### src/rtl/hex_scan.sv
// hex_scan: multiplexed hex display scanner with tear-free frame-synchronous update
module hex_scan #(
   parameter int DIGITS        = 4,
   parameter int DIV           = 50000,
   parameter int ACTIVE_LOW    = 1,
   parameter int BLANK_LEADING = 1
) (
   input  logic                  clk,
   input  logic                  rst,
   input  logic                  load,
   input  logic [4*DIGITS-1:0]   value,
   input  logic [DIGITS-1:0]     dp_in,
   output logic [6:0]            seg,
   output logic                  dp,
   output logic [DIGITS-1:0]     an,
   output logic                  frame
);
   localparam int IW  = DIGITS > 1 ? $clog2(DIGITS) : 1;
   localparam int CW  = $clog2(DIV);
   localparam bit INV = ACTIVE_LOW != 0;
   localparam logic [6:0] SEG_LUT [16] = '{
      7'h3F, 7'h06, 7'h5B, 7'h4F, 7'h66, 7'h6D, 7'h7D, 7'h07,
      7'h7F, 7'h6F, 7'h77, 7'h7C, 7'h39, 7'h5E, 7'h79, 7'h71
   };
   logic [CW-1:0]       cnt;
   logic [IW-1:0]       idx;
   logic [4*DIGITS-1:0] disp_val, pend_val;
   logic [DIGITS-1:0]   disp_dp, pend_dp;
   logic                pend_valid, wrap_q, tick, wrap, blank, dp_hi;
   logic [3:0]          nib;
   logic [6:0]          seg_hi;
   logic [DIGITS-1:0]   an_hi;
   // tick/wrap decode and active-high view of the currently indexed digit
   always_comb begin
      tick   = cnt == CW'(DIV - 1);
      wrap   = tick && idx == IW'(DIGITS - 1);
      nib    = disp_val[{idx, 2'b00} +: 4];
      blank  = BLANK_LEADING != 0 && idx != '0 && (disp_val >> {idx, 2'b00}) == '0;
      seg_hi = blank ? 7'h00 : SEG_LUT[nib];
      dp_hi  = !blank && disp_dp[idx];
      an_hi  = DIGITS'(1) << idx;
   end
   // divider and digit index; wrap_q remembers the wrap so frame lines up with digit 0 output
   always_ff @(posedge clk or posedge rst) begin
      if (rst) begin
         cnt    <= '0;
         idx    <= '0;
         wrap_q <= 1'b0;
      end else begin
         cnt    <= tick ? '0 : cnt + 1'b1;
         idx    <= tick ? (wrap ? '0 : idx + 1'b1) : idx;
         wrap_q <= wrap;
      end
   end
   // pending/display registers: display only changes on a wrap so a frame never tears
   always_ff @(posedge clk or posedge rst) begin
      if (rst) begin
         disp_val   <= '0;
         disp_dp    <= '0;
         pend_val   <= '0;
         pend_dp    <= '0;
         pend_valid <= 1'b0;
      end else if (load && wrap) begin
         disp_val   <= value;
         disp_dp    <= dp_in;
         pend_valid <= 1'b0;
      end else if (wrap && pend_valid) begin
         disp_val   <= pend_val;
         disp_dp    <= pend_dp;
         pend_valid <= 1'b0;
      end else if (load) begin
         pend_val   <= value;
         pend_dp    <= dp_in;
         pend_valid <= 1'b1;
      end
   end
   // registered drivers with polarity applied; frame stays active-high
   always_ff @(posedge clk or posedge rst) begin
      if (rst) begin
         seg   <= {7{INV}};
         dp    <= INV;
         an    <= {DIGITS{INV}};
         frame <= 1'b0;
      end else begin
         seg   <= seg_hi ^ {7{INV}};
         dp    <= dp_hi ^ INV;
         an    <= an_hi ^ {DIGITS{INV}};
         frame <= wrap_q;
      end
   end
endmodule

### config.mk
export PLATFORM = sky130hd
export DESIGN_NAME = hex_scan
export DESIGN_NICKNAME = d
export VERILOG_FILES = /design/src/rtl/hex_scan.sv
export SDC_FILE = /design/constraint.sdc
export NUM_CORES = 1
export LEC_CHECK = 0
export CAP_MARGIN = 30
export CORE_ASPECT_RATIO = 0.75
export CORE_MARGIN = 4
export CORE_UTILIZATION = 40
export DETAILED_ROUTE_END_ITERATION = 16
export GPL_TIMING_DRIVEN = 0
export PLACE_DENSITY = 0.59
export RECOVER_POWER = 100
export SYNTH_ARGS = -nofsm -noshare
export SYNTH_HDL_FRONTEND = slang
export SYNTH_SLANG_ARGS = --single-unit
### constraint.sdc
create_clock -name clk -period 3.3 [get_ports clk]
set_input_delay 0.495 -clock clk [delete_from_list [all_inputs] [get_ports clk]]
set_output_delay 0.495 -clock clk [all_outputs]
set_load 0.03 [all_outputs]
==> results.json, run 1 <==
{
  "ctsResizeCount": 0,
  "rsz0062_at_grt": "false",
  "slew_headroom_pct": 23.5,
  "setup-tns-final_ns": 0,
  "crit_type": "flip-flop to flip-flop",
  "worst-path-max-fanout": 8,
  "setup_viol": 0,
  "num-fill-cells": 778,
  "num_antenna_cells": 0,
  "yosysMostFrequentCell": "dfrtp_1",
  "grt_pass1_vias": 2641,
  "min_path_type": "flip-flop to flip-flop",
  "postCtsSetupRepairBufs": 0,
  "p_leak_uw": 0.00184,
  "coreArea_mm2": 0.00871,
  "finalWorstSetupSlack_ns": 0.215,
  "io_pins": 36,
  "clk_pin_slew_ns": 0.06,
  "hold_violations": 0,
  "viasPerCell": 5.57,
  "drt-initial-drc-count": 101,
  "cts-root-buf": "clkbuf_16",
  "multiInputGateArea_mm2": 0.00159,
  "vias": 2550,
  "syn_area_mm2": 0.00367,
  "synth_edf_count": 0,
  "synth_top_cell_by_area": "dfrtp_1",
  "synthTopCellsByArea": "dfrtp_1 42%, dfstp_2 8.6%, mux2_4 8.2%, o2bb2ai_1 4.3%, ha_1 3.8%",
  "crit_path_end_kind": "flip-flop",
  "placed_cell_area_mm2": 0.00418,
  "gp_congestion": 0.829,
  "slew_viol_final": 0,
  "cts_buffers": 9,
  "synth_top_area_share_pct": 41.6,
  "status": "complete, no violations",
  "use_met2_pct": 22.5,
  "power_density_mw_per_mm2": 510,
  "cts_tree": "yes",
  "critPathLaunchType": "flip-flop",
  "postCtsHoldBufs": 0,
  "die_h_um": 90.9,
  "fin_skew_ns": 0.00445,
  "grt_usage_pct": 16.0,
  "cp_data_required_time_ns": 3.55,
  "die_w_um": 119,
  "clock_latency_ns": 0.34,
  "layout-drive-gt1-share_pct": 13.1,
  "grt_max_degree": 48,
  "maxCapViolCount": 0,
  "drt_pass1_iterations": 4,
  "finalInstanceArea_mm2": 0.00436,
  "nets": 379,
  "crit_arrival_ns": 3.34,
  "grtUsageMet1_pct": 23.1,
  "worst_pin_slew_ns": 1.15,
  "ys.flop_type": "dfrtp_1",
  "layout_min_cycle_time_ns": 3.09,
  "yosysWarnings": 0,
  "synth_cell_types": 48,
  "power_uw": 2220,
  "pre_cts_ws_ns": 0.211,
  "cts.path.max_buffers": 2,
  "area.growth.synth_to_final_pct": 18.8,
  "period_share_pct": 93.5,
  "ys_seq_area_share_pct": 50.2,
  "globalRouteOverflowTotal": 0,
  "dp_hpwl_mm": 5.50,
  "top_usage_layer": "met1",
  "fp-row-count": 29,
  "use_met3_pct": 6.52,
  "htreeDepth": 3,
  "ant_nets": 0,
  "die_area_mm2": 0.0108,
  "synthCells": 298,
  "drc": 0,
  "synthArstFlopShare_pct": 100,
  "synth-seq-cells": 73,
  "initial_core_util_pct": 42.1,
  "syn_nets": 332,
  "clock.fmax_mhz": 324,
  "totalWireLength_mm": 7.85,
  "routedWlPerCell_um": 17.1,
  "clock-sinks": 73,
  "synth.avg_cell_area_um2": 12.3,
  "irDropWorstVdd_v": 0.000312,
  "grt_pass1_wl_mm": 13.7,
  "antenna_found_initial": 0,
  "place.port_buffers": 35,
  "regArea_mm2": 0.00184,
  "synth_common_cells": "61 x dfrtp_1, 20 x mux2_4, 18 x a21oi_1, 18 x o2bb2ai_1, 15 x and3b_1"
}
cells by family after synthesis:
logic type / share of synthesized area, %
AOI/OAI and AO/OA: 11.6
xor gates and xnor gates: 3.58
adders and majority gates: 3.75
buffers and inverters: 3.89
DFF: 50.2
muxes: 12.2
and+or+nand+nor: 14.8
placed cells by master (no fill, tap or decap), types with 3 or more instances in the layout:
master	synthesis	final
dfrtp_1	61	61
clkdlybuf4s50_1	0	21
a21oi_1	18	18
o2bb2ai_1	18	18
mux2_1	0	16
and3b_1	15	15
dlygate4sd3_1	0	14
clkbuf_1	10	13
nand3_1	13	13
nand2_1	12	13
dfstp_2	12	12
xor2_1	11	11
nor2_1	11	11
ha_1	11	11
inv_1	11	10
clkbuf_16	0	9
o21ai_0	7	7
nor4_1	5	6
mux4_2	6	6
nand4_1	5	5
mux2_4	20	4
o211ai_1	4	4
xnor2_1	4	4
a22oi_1	3	3
nor3b_1	3	3
nor3_1	3	3
state kept, by name, summed over array words and instances (netlist names):
signal      count
cnt            16
disp_val       16
pend_val       16
seg             7
an              4
disp_dp         4
pend_dp         4
idx             2
dp              1
frame           1
pend_valid      1
wrap_q          1
power breakdown:
part / switching [uW] / total (uW) / leakage [uW] / internal (uW)
sequential: 25.6 / 972 / 0.000883 / 946
combinational: 102 / 201 / 0.000805 / 99.5
clock: 367 / 1050 / 0.000152 / 681
total: 494 / 2220 / 0.00184 / 1730
worst max-delay path: stages (launching register included):
cell,delay [ns]
dfrtp_1,0.38
clkbuf_1,0.41
mux4_2,0.66
inv_1,0.17
ha_1,0.22
or4b_2,0.59
a211o_1,0.42
o211ai_1,0.15
path summary, 6_finish.rpt:
path	endpoint	cells after the start	slack, ns	start
max	seg[5]	7	0.21	idx[0]
min	frame	0	0.38	wrap_q
max reg2reg	seg[5]	7	0.21	idx[0]
min reg2reg	frame	0	0.38	wrap_q
max in group asynchronous	cnt[6]	3	0.85	rst
min in group asynchronous	pend_val[11]	2	0.83	rst
metal layers:
metal / wire length [um] / up-vias
met5: 0 / -
met4: 79 / 0
met3: 457 / 11
met2: 3470 / 52
met1: 3840 / 1293
li1: - / 1194
area by class of cell:
cell class,count,area share (%)
inverters,11,0.976
repair buffers,36,8.16
plain buffers,15,1.58
flip-flops and latches,73,42.3
multi-input cells,199,36.5
well taps,108,3.10
clock inverters,5,1.84
clock buffers,11,5.57
per-stage QoR:
stage | hold WS, ns | utilization [%] | instances
floorplan | 0.331 | - | 298
global placement | 0.340 | 47.7 | 441
detailed placement | 0.354 | 48.0 | 442
CTS | 0.381 | 51.8 | 458
global route | 0.379 | 50.0 | 458
finish | 0.378 | 50.0 | 458
Note: power is estimated with default switching activity, not from simulation.
==> inputs of run 2 (changes only) <==
Settings changed: TNS_END_PERCENT from default to 50.
==> results of run 2 <==
The final DEF is identical to that of run 1; final timing and power are the same.
